## src/rtl/fir_pkg.sv

```systemverilog
// Shared types for the FIR sample feeder.
// State encoding, sample width and coefficient bundle.
package fir_pkg;

  localparam int SAMPLE_W = 8;
  localparam int FIR_TAPS = 3;

  typedef enum logic [1:0] {
    IDLE,
    ISSUE,
    WAIT
  } state_t;

  // Index 0 = A, 1 = B, 2 = C
  typedef logic [FIR_TAPS-1:0][SAMPLE_W-1:0] coef_t;

endpackage

```

## src/rtl/fir_sample_fifo.sv

```systemverilog
// Show-ahead sample FIFO for the FIR feeder.
// Flush has priority over push and pop.
module fir_sample_fifo
  import fir_pkg::*;
#(
  parameter int DEPTH = 8
) (
  input  logic                         clk_i,
  input  logic                         rst_ni,
  input  logic                         push_i,
  input  logic                         pop_i,
  input  logic                         flush_i,
  input  logic [SAMPLE_W-1:0]          din_i,
  output logic [SAMPLE_W-1:0]          dout_o,
  output logic                         full_o,
  output logic                         empty_o,
  output logic [$clog2(DEPTH):0]       level_o
);

  localparam int AW = $clog2(DEPTH);
  localparam int LW = AW + 1;

  logic [SAMPLE_W-1:0] mem_q [DEPTH];
  logic [AW-1:0]       wr_q, wr_d;
  logic [AW-1:0]       rd_q, rd_d;
  logic [LW-1:0]       cnt_q, cnt_d;
  logic                do_push;
  logic                do_pop;

  assign full_o  = (cnt_q == LW'(DEPTH));
  assign empty_o = (cnt_q == '0);
  assign level_o = cnt_q;
  assign dout_o  = mem_q[rd_q];

  assign do_push = push_i && !full_o && !flush_i;
  assign do_pop  = pop_i && !empty_o && !flush_i;

  // Next pointers and occupancy; pointers wrap naturally
  always_comb begin
    wr_d  = wr_q;
    rd_d  = rd_q;
    cnt_d = cnt_q;
    if (flush_i) begin
      wr_d  = '0;
      rd_d  = '0;
      cnt_d = '0;
    end else begin
      if (do_push) wr_d = wr_q + AW'(1);
      if (do_pop)  rd_d = rd_q + AW'(1);
      cnt_d = cnt_q + LW'(do_push) - LW'(do_pop);
    end
  end

  // Sample storage, no reset needed
  always_ff @(posedge clk_i) begin
    if (do_push) mem_q[wr_q] <= din_i;
  end

  // Pointer and count registers
  always_ff @(posedge clk_i or negedge rst_ni) begin
    if (!rst_ni) begin
      wr_q  <= '0;
      rd_q  <= '0;
      cnt_q <= '0;
    end else begin
      wr_q  <= wr_d;
      rd_q  <= rd_d;
      cnt_q <= cnt_d;
    end
  end

endmodule

```

## src/rtl/fir_sample_feeder.sv

```systemverilog
// Feeds buffered samples to the 3-tap FIR one at a time.
// Coefficients are swapped only while idle between samples.
module fir_sample_feeder
  import fir_pkg::*;
#(
  parameter int DEPTH   = 8,
  parameter int TIMEOUT = 15
) (
  input  logic                   i_clk,
  input  logic                   i_arst_n,
  input  logic                   i_valid,
  output logic                   o_ready,
  input  logic [SAMPLE_W-1:0]    i_data,
  input  logic                   i_flush,
  input  logic                   i_coefValid,
  input  logic [SAMPLE_W-1:0]    i_a,
  input  logic [SAMPLE_W-1:0]    i_b,
  input  logic [SAMPLE_W-1:0]    i_c,
  output logic [SAMPLE_W-1:0]    o_x,
  output logic                   o_dataValid,
  output logic [SAMPLE_W-1:0]    o_a,
  output logic [SAMPLE_W-1:0]    o_b,
  output logic [SAMPLE_W-1:0]    o_c,
  input  logic                   i_done,
  output logic [$clog2(DEPTH):0] o_level,
  output logic                   o_err
);

  localparam int TW = $clog2(TIMEOUT + 1);

  state_t              state_q, state_d;
  logic [SAMPLE_W-1:0] x_q, x_d;
  coef_t               coef_q, coef_d;
  coef_t               pcoef_q, pcoef_d;
  logic                pend_q, pend_d;
  logic [TW-1:0]       tmr_q, tmr_d;
  logic                err_q, err_d;
  logic                rdy_q;
  logic                issue;
  logic                full;
  logic                empty;
  logic [SAMPLE_W-1:0] head;

  fir_sample_fifo #(
    .DEPTH (DEPTH)
  ) u_fifo (
    .clk_i   (i_clk),
    .rst_ni  (i_arst_n),
    .push_i  (i_valid && o_ready),
    .pop_i   (issue),
    .flush_i (i_flush),
    .din_i   (i_data),
    .dout_o  (head),
    .full_o  (full),
    .empty_o (empty),
    .level_o (o_level)
  );

  assign o_ready     = rdy_q && !full;
  assign o_dataValid = (state_q == ISSUE);
  assign o_x         = x_q;
  assign o_a         = coef_q[0];
  assign o_b         = coef_q[1];
  assign o_c         = coef_q[2];
  assign o_err       = err_q;

  // Issue FSM, wait timer and coefficient pending/commit
  always_comb begin
    state_d = state_q;
    x_d     = x_q;
    coef_d  = coef_q;
    pcoef_d = pcoef_q;
    pend_d  = pend_q;
    tmr_d   = tmr_q;
    err_d   = err_q;
    issue   = 1'b0;
    if (i_coefValid) begin
      pcoef_d = {i_c, i_b, i_a};
      pend_d  = 1'b1;
    end
    unique case (state_q)
      IDLE: begin
        if (pend_q) begin
          coef_d = pcoef_q;
          pend_d = i_coefValid;
        end else if (!empty) begin
          state_d = ISSUE;
          x_d     = head;
          issue   = 1'b1;
        end
      end
      ISSUE: begin
        state_d = WAIT;
        tmr_d   = '0;
      end
      WAIT: begin
        if (i_done) begin
          state_d = IDLE;
        end else if (tmr_q == TW'(TIMEOUT - 1)) begin
          err_d   = 1'b1;
          state_d = IDLE;
        end else begin
          tmr_d = tmr_q + TW'(1);
        end
      end
      default: state_d = IDLE;
    endcase
  end

  // Control and output registers
  always_ff @(posedge i_clk or negedge i_arst_n) begin
    if (!i_arst_n) begin
      state_q <= IDLE;
      x_q     <= '0;
      coef_q  <= '0;
      pcoef_q <= '0;
      pend_q  <= 1'b0;
      tmr_q   <= '0;
      err_q   <= 1'b0;
      rdy_q   <= 1'b0;
    end else begin
      state_q <= state_d;
      x_q     <= x_d;
      coef_q  <= coef_d;
      pcoef_q <= pcoef_d;
      pend_q  <= pend_d;
      tmr_q   <= tmr_d;
      err_q   <= err_d;
      rdy_q   <= 1'b1;
    end
  end

endmodule

```

## config.mk

```make
export PLATFORM = sky130hd
export DESIGN_NAME = fir_sample_feeder
export DESIGN_NICKNAME = d
export VERILOG_FILES = /design/src/rtl/fir_pkg.sv /design/src/rtl/fir_sample_fifo.sv /design/src/rtl/fir_sample_feeder.sv
export SDC_FILE = /design/constraint.sdc
export NUM_CORES = 1
export LEC_CHECK = 0
export BUFFER_PORTS_ARGS = -buffer_cell sky130_fd_sc_hd__buf_2
export CAP_MARGIN = 20
export CORE_ASPECT_RATIO = 1.4
export CORE_MARGIN = 2
export CORE_UTILIZATION = 50
export DETAILED_ROUTE_END_ITERATION = 16
export GPL_TIMING_DRIVEN = 0
export PLACE_DENSITY_LB_ADDON = 0.12
export SETUP_SLACK_MARGIN = 0.2
export SYNTH_ARGS = -nofsm -noshare
export SYNTH_HDL_FRONTEND = slang
export SYNTH_SLANG_ARGS = --single-unit
export TNS_END_PERCENT = 100
```

## constraint.sdc

```tcl
create_clock -name i_clk -period 2.74 [get_ports i_clk]
set_input_delay 0.411 -clock i_clk [delete_from_list [all_inputs] [get_ports i_clk]]
set_output_delay 0.411 -clock i_clk [all_outputs]
set_load 0.02 [all_outputs]
```

* Yosys cells after proc, flatten, opt, wreduce, memory -nomap -nowiden
Memory sizes are Yosys's and may differ from the RTL's. A register that Yosys moved wholly into a read port is not among the register bits.
Cells that the tools add are included.
** Cells by class
- Reduce and logical (&&, ||, !) cells :: 20
- Multipliers :: 0
- Bitwise gates (word level) :: 3
- Add/sub/neg operators :: 5
- Order comparisons :: 0
- Shift-type cells :: 0
- Divide/modulo/power cells :: 0
- Equality and inequality tests :: 9
- Multiplexer cells :: 21
** Operators by type and width (count)
- $mux W3 :: 4
- $mux W4 :: 3
- $reduce_and A3 Y1 :: 4
- $eq A4 B4 Y1 const B :: 2
- $mux W1 :: 8
- $mux W2 :: 4
- $ne A2 B2 Y1 const B :: 4
- $pmux W4 S2 :: 1
- $add A3 B1 Y3 const B :: 2
- $logic_and A1 B1 Y1 :: 6
- $pmux W2 S3 :: 1
- $reduce_bool A2 Y1 :: 3
- $add A4 B1 Y4 :: 1
- $add A4 B1 Y4 const B :: 1
- $logic_not A1 Y1 :: 4
- $logic_not A4 Y1 :: 1
- $sub A4 B1 Y4 :: 1
- $ne A3 B3 Y1 const B :: 1
- $not A1 Y1 :: 3
- $eq A2 B1 Y1 const B :: 1
- $eq A2 B2 Y1 const B :: 1
- $logic_not A2 Y1 :: 1
- $reduce_and A2 Y1 :: 1
** Storage, ports and cells
- Latch bits :: 0
- Memory bits (writable) :: 64
- Memory bits (read-only) :: 0
- Input bits :: 38
- Output and inout port bits :: 39
- Register bits :: 67
- Logic and storage cells :: 73
- Memories :: 1
** Memories
- u_fifo.mem_q :: words 8, bits a word 8, rd ports 1, clocked after memory_dff 1, write ports 1, RTL line fir_sample_fifo.sv:23 : logic [SAMPLE_W-1:0] mem_q [DEPTH];

* Depth between registers and ports, before layout
- Word-level depth :: 9
- Mapped depth :: 13
- Depth with buffers taken out :: 12

* Modules after synthesis
A second synthesis with hierarchy kept.
** Unflattened totals
- Cell total of the unflattened synthesis :: 340
- Area total of the unflattened synthesis :: 5750.5 µm²
** Modules (own cells, without submodules)
- fir_sample_fifo :: cells an instance 167, seq. area each 2172.1 µm², times used 1, area each 3150.5 µm²
- fir_sample_feeder :: cells an instance 173, seq. area each 1626.6 µm², times used 1, area each 2600.0 µm²

* Least setup slack after synthesis
No wires, ideal clock.
- Path type :: flip-flop to flip-flop
- Start :: register u_fifo.cnt_q[2], in the netlist u_fifo.level_o[2]
- End :: register u_fifo.cnt_q[1], in the netlist u_fifo.level_o[1]
- Period minus slack after synthesis :: 2393 ps
- Slack :: 347 ps
- Cell stages (with the launch flop) :: 11
- Data required time :: 2606 ps
- Arrival time :: 2260 ps
- Path buffers :: 1
- Setup time :: 134 ps
- Cell sequence :: dfrtp_1 > inv_1 > ha_1 > a211oi_2 > buf_6 > nor2b_1 > ha_1 > inv_1 > ha_1 > fa_1 > nor2b_1
** On the way
- Word-level cells in the longest chain between the ends :: 9
- Elaborated cells on any way between the ends :: 16
- Those cells by class :: 2 x add/sub; 1 x eq/ne; 4 x mux; 9 x reduce/logical
** RTL lines
- from (decl) :: RTL line fir_sample_fifo.sv:26 : logic [LW-1:0] cnt_q, cnt_d;
- from (signal assigned) :: RTL line fir_sample_fifo.sv:68 : cnt_q <= cnt_d;
- $eq A4 B4 Y1 :: RTL line fir_sample_fifo.sv:30 : assign full_o = (cnt_q == LW'(DEPTH));
- $logic_not A1 Y1 :: RTL line fir_sample_fifo.sv:35, fir_sample_feeder.sv:59
- $logic_and A1 B1 Y1 :: RTL line fir_sample_feeder.sv:59 : assign o_ready = rdy_q && !full;
- $logic_and A1 B1 Y1 :: RTL line fir_sample_feeder.sv:49 : .push_i (i_valid && o_ready),
- $logic_and A1 B1 Y1 (2 in series) :: RTL line fir_sample_fifo.sv:35 : assign do_push = push_i && !full_o && !flush_i;
- $add A4 B1 Y4 :: RTL line fir_sample_fifo.sv:50 : cnt_d = cnt_q + LW'(do_push) - LW'(do_pop);
- $sub A4 B1 Y4 * :: RTL line fir_sample_fifo.sv:50
- $mux W4 * :: RTL line fir_sample_fifo.sv:43 : if (flush_i) begin
- via u_fifo.cnt_d[1] :: RTL line fir_sample_fifo.sv:26
The timed path passes the listed nets; every way through them passes the cells marked *.
A chain may end at the register's enable or synchronous reset.

* Worst setup path after layout
- Start :: register state_q[0]
- End :: register u_fifo.cnt_q[1], in the netlist u_fifo.level_o[1]
** On the way
- Word-level cells in the longest chain between the ends :: 6
** RTL lines
- from (decl) :: RTL line fir_sample_feeder.sv:31 : state_t state_q, state_d;
- from (signal assigned) :: RTL line fir_sample_feeder.sv:122 : state_q <= state_d;
- $logic_not A2 Y1 :: RTL line fir_sample_feeder.sv:81 : unique case (state_q)
- $mux W1 :: RTL line fir_sample_feeder.sv:81
- $logic_and A1 B1 Y1 (2 in series) :: RTL line fir_sample_fifo.sv:36 : assign do_pop = pop_i && !empty_o && !flush_i;
- $sub A4 B1 Y4 :: RTL line fir_sample_fifo.sv:50
- $mux W4 :: RTL line fir_sample_fifo.sv:43
- via u_fifo.cnt_d[1] :: RTL line fir_sample_fifo.sv:26
The timed path passes the listed nets, and every way through them passes these cells.

==> results.md <==
* Outcome: complete, no violations
* PwrDens at 968 nW/um2
* Flops & latches, synth at 139
* Net Switching at 2.04 mW
* # DRC at 0
* Reg clk slew, reported paths at 0.06 ns
* Clk network pwr share at 33.3%
* Area fraction of the dominant cell type after synthesis at 33.8%
* Layout overhead on the synthesized area at 22.0%
* Share of post-route cells with drive strength above 1 at 37.8%
* Skew final at 0.00933 ns
* Synthesized cell area at 5680 um2
* Per-cell routed wire length at 17.4 um
* CTS H-Tree Depth at 4
* I/O Buffers at 75
* Initial antenna violation count at 0
* Fill cells at 870
* Hold Path Origin: i_flush
* CTS Root Cell: clkbuf_16
* Number of buffers created by CTS at 17
* Cell depth of the worst hold path at 2
* Sw Ratio at 30.4%
* Register area share after synthesis at 66.8%
* GPL Wtd Cong at 0.763
* # clock sinks at 139
* Hold Vio Cnt, Final at 0
* Via count normalized by instance count at 5.30
* Vias at 3373
* Unique masters post-synth at 38
* Post-Place Setup Slack at 0.189 ns
* Final net count at 532
* R2R depth at 11
* Cell row count at 46
* Die Ht at 130 um
* Yosys warns at 0
* Die Wd at 94.1 um
* Mapped Cells at 377
* Vias in the first global route at 3474
* Worst Path Max Fanout at 3
* Final-report max-slew violation count at 0
* Tightest Pin Transition at 0.901 ns
* Hold Crit Class: input port to flop
* Combinational fraction of design power at 26.5%
* Max transition margin at 39.7%
* Largest net degree at the start of global routing at 62
* 1st-pass router iterations at 4
* Final-report setup violation count at 0
* Worst hold path endpoint: u_fifo.level_o[0]
* Fmax at 416 MHz
* 1st-iter DRT viols at 159
* Worst r2r src: state_q[0]
* Core ar. at 11200 um2
* Flop pwr share at 40.2%
* Synth area leaders: edfxtp_1, dfrtp_1, mux2_2, mux2i_1, ha_1
* Syn_area_per_cell at 15.1 um2
* FF-to-FF setup slack at 0.33 ns
* Internal at 4.67 mW
* Later-pin clock latency in the skew report at 0.41 ns
* CTS tree: yes
* Sequential cell area at 3800 um2
* WP data arrival at 2.68 ns
* Tcrit/Tclk final at 87.8%
* Hpwl dp at 7370 um
* Clk buf depth at 2
* Min cycle time layout at 2.41 ns
* Critical path class: flop to flop
* Peak VDD IR at 545 uV
* Critical path required time at 3.02 ns
* # diodes at 0
* Tot Pwr at 6.71 mW
* GRT Total Usage at 19.4%
* Multi-input logic area at 1740 um2
* Final ANT Viol Nets at 0
* Congestion Overflow GR at 0
* DIE AREA at 12200 um2
* WHS at 0.201 ns
* Setup TNS at 0 ns
* Fin area at 6930 um2
* Placed cell areas at 6280 um2
* Routed wire length at 11100 um
* RSZ-0062 raised after global routing: false
* Area leader, netlist: edfxtp_1
* Worst setup EP type: flop
* R2r endpoint: u_fifo.level_o[1]
* Crit start category: flop
* First-pass GRT wire length at 17600 um
* Max-Cap Viols at 0
* Syn_nets at 430
* Leakage at 2.81 nW
* Starting Density at 50.6%
* Io pins at 77
* Post-route worst setup slack at 0.334 ns
worst max path at each step:
stage / startpoint / endpoint / slack, ns / depth (start not counted)
after floorplan: u_fifo.level_o[2] / u_fifo.level_o[1] / 0.35 / 10
after global placement: u_fifo.level_o[2] / u_fifo.mem_q[1][7] / 0.0001 / 6
after detailed placement: state_q[0] / u_fifo.level_o[1] / 0.19 / 11
after CTS: state_q[0] / u_fifo.level_o[1] / 0.24 / 11
after global routing: u_fifo.level_o[2] / u_fifo.mem_q[1][2] / 0.20 / 7
final: state_q[0] / u_fifo.level_o[1] / 0.33 / 11
placed cells by master, fill, tap and decap left out, types with 15 or more instances in the layout:
master,synthesis,routed
buf_2,6,82
mux2i_1,33,33
edfxtp_1,64,64
mux2_2,50,50
nor2_1,15,15
inv_1,20,17
clkbuf_16,0,19
a22oi_1,16,16
dfrtp_1,75,75
power by group through the flow:
stage / Combinational [mW] / Clock [mW] / Sequential, mW
detailed placement: 1.72 / 0 / 2.73
CTS: 1.75 / 2.27 / 2.70
floorplan: 0.868 / 0 / 3.03
global route: 1.94 / 2.36 / 2.74
global placement: 1.68 / 0 / 2.72
finish: 1.78 / 2.23 / 2.70
synthesized netlist by cell type (all sizes together):
library cell / count
conb: 1
nor3: 3
o21ai: 11
o22ai: 1
buf: 13
o22a: 1
mux2i: 33
nand2b: 5
mux2: 50
a21bo: 1
a22oi: 16
nand3b: 1
a21o: 2
xnor2: 5
a21oi: 8
o31ai: 1
fa: 1
o21bai: 1
nor3b: 2
ha: 14
dfrtp: 75
inv: 20
nand3: 11
a211oi: 1
nor2b: 7
and2: 1
nor2: 15
clkbuf: 2
nand2: 9
and4b: 1
edfxtp: 64
a31oi: 1
flip-flops by register name, indices dropped and copies added (netlist names), 4 cells and up:
signal          cells
o_a                 8
o_c                 8
o_x                 8
tmr_q               4
u_fifo.mem_q       64
u_fifo.level_o      4
o_b                 8
pcoef_q            24
stage by stage:
step / instances / utilization [%]
floorplan: 377 / -
detailed placement: 599 / 56.0
finish: 636 / 61.8
CTS: 633 / 61.4
global route: 636 / 61.8
global placement: 596 / 55.6
logic make-up (layout without fill, tap and decap cells):
logic type      count (synthesis)  in the layout  share of synthesized area (%)
xor+xnor                        5              5                          0.770
fa+ha+maj                      15             15                           3.43
mux                            83             83                           15.7
compound gates                 44             44                           5.15
buf+inv                        35            150                           2.97
flops                         139            139                           66.8
other cells                     1              1                         0.0660
simple gates                   55             55                           5.06
metal layers:
layer | global-route usage (%) | vias up | part of all wire, %
met3 | 6.41 | 14 | 5.6
met4 | 8.44 | 0 | 1.6
met1 | 23.0 | 1704 | 40
li1 | - | 1566 | -
met2 | 32.5 | 89 | 52
met5 | 0 | - | 0
critical path: stages (launching register included):
cell	delay, ns
dfrtp_1	0.39
inv_2	0.10
ha_4	0.14
inv_2	0.05
a211oi_4	0.27
buf_6	0.14
nor2b_1	0.12
ha_1	0.24
inv_1	0.08
ha_2	0.20
fa_1	0.40
nor2b_1	0.14
what timing repair did:
item,CTS,global route
pin swaps,0,1
hold buffers,1,0
gates resized for setup,1,7
endpoints found under the setup margin,3,3
setup buffers,1,3
endpoints found under the hold margin,14,0
final cells by class:
| type | instances | area share, % |
|---|---|---|
| sequential | 139 | 54.8 |
| clock inverter | 12 | 1.59 |
| inverter | 20 | 1.08 |
| multi-input combinational | 203 | 25.1 |
| clock buffer | 20 | 6.91 |
| tap | 144 | 2.60 |
| buffer | 15 | 1.35 |
| timing repair buffer | 83 | 6.57 |
Power figures use the tool's default switching activity.
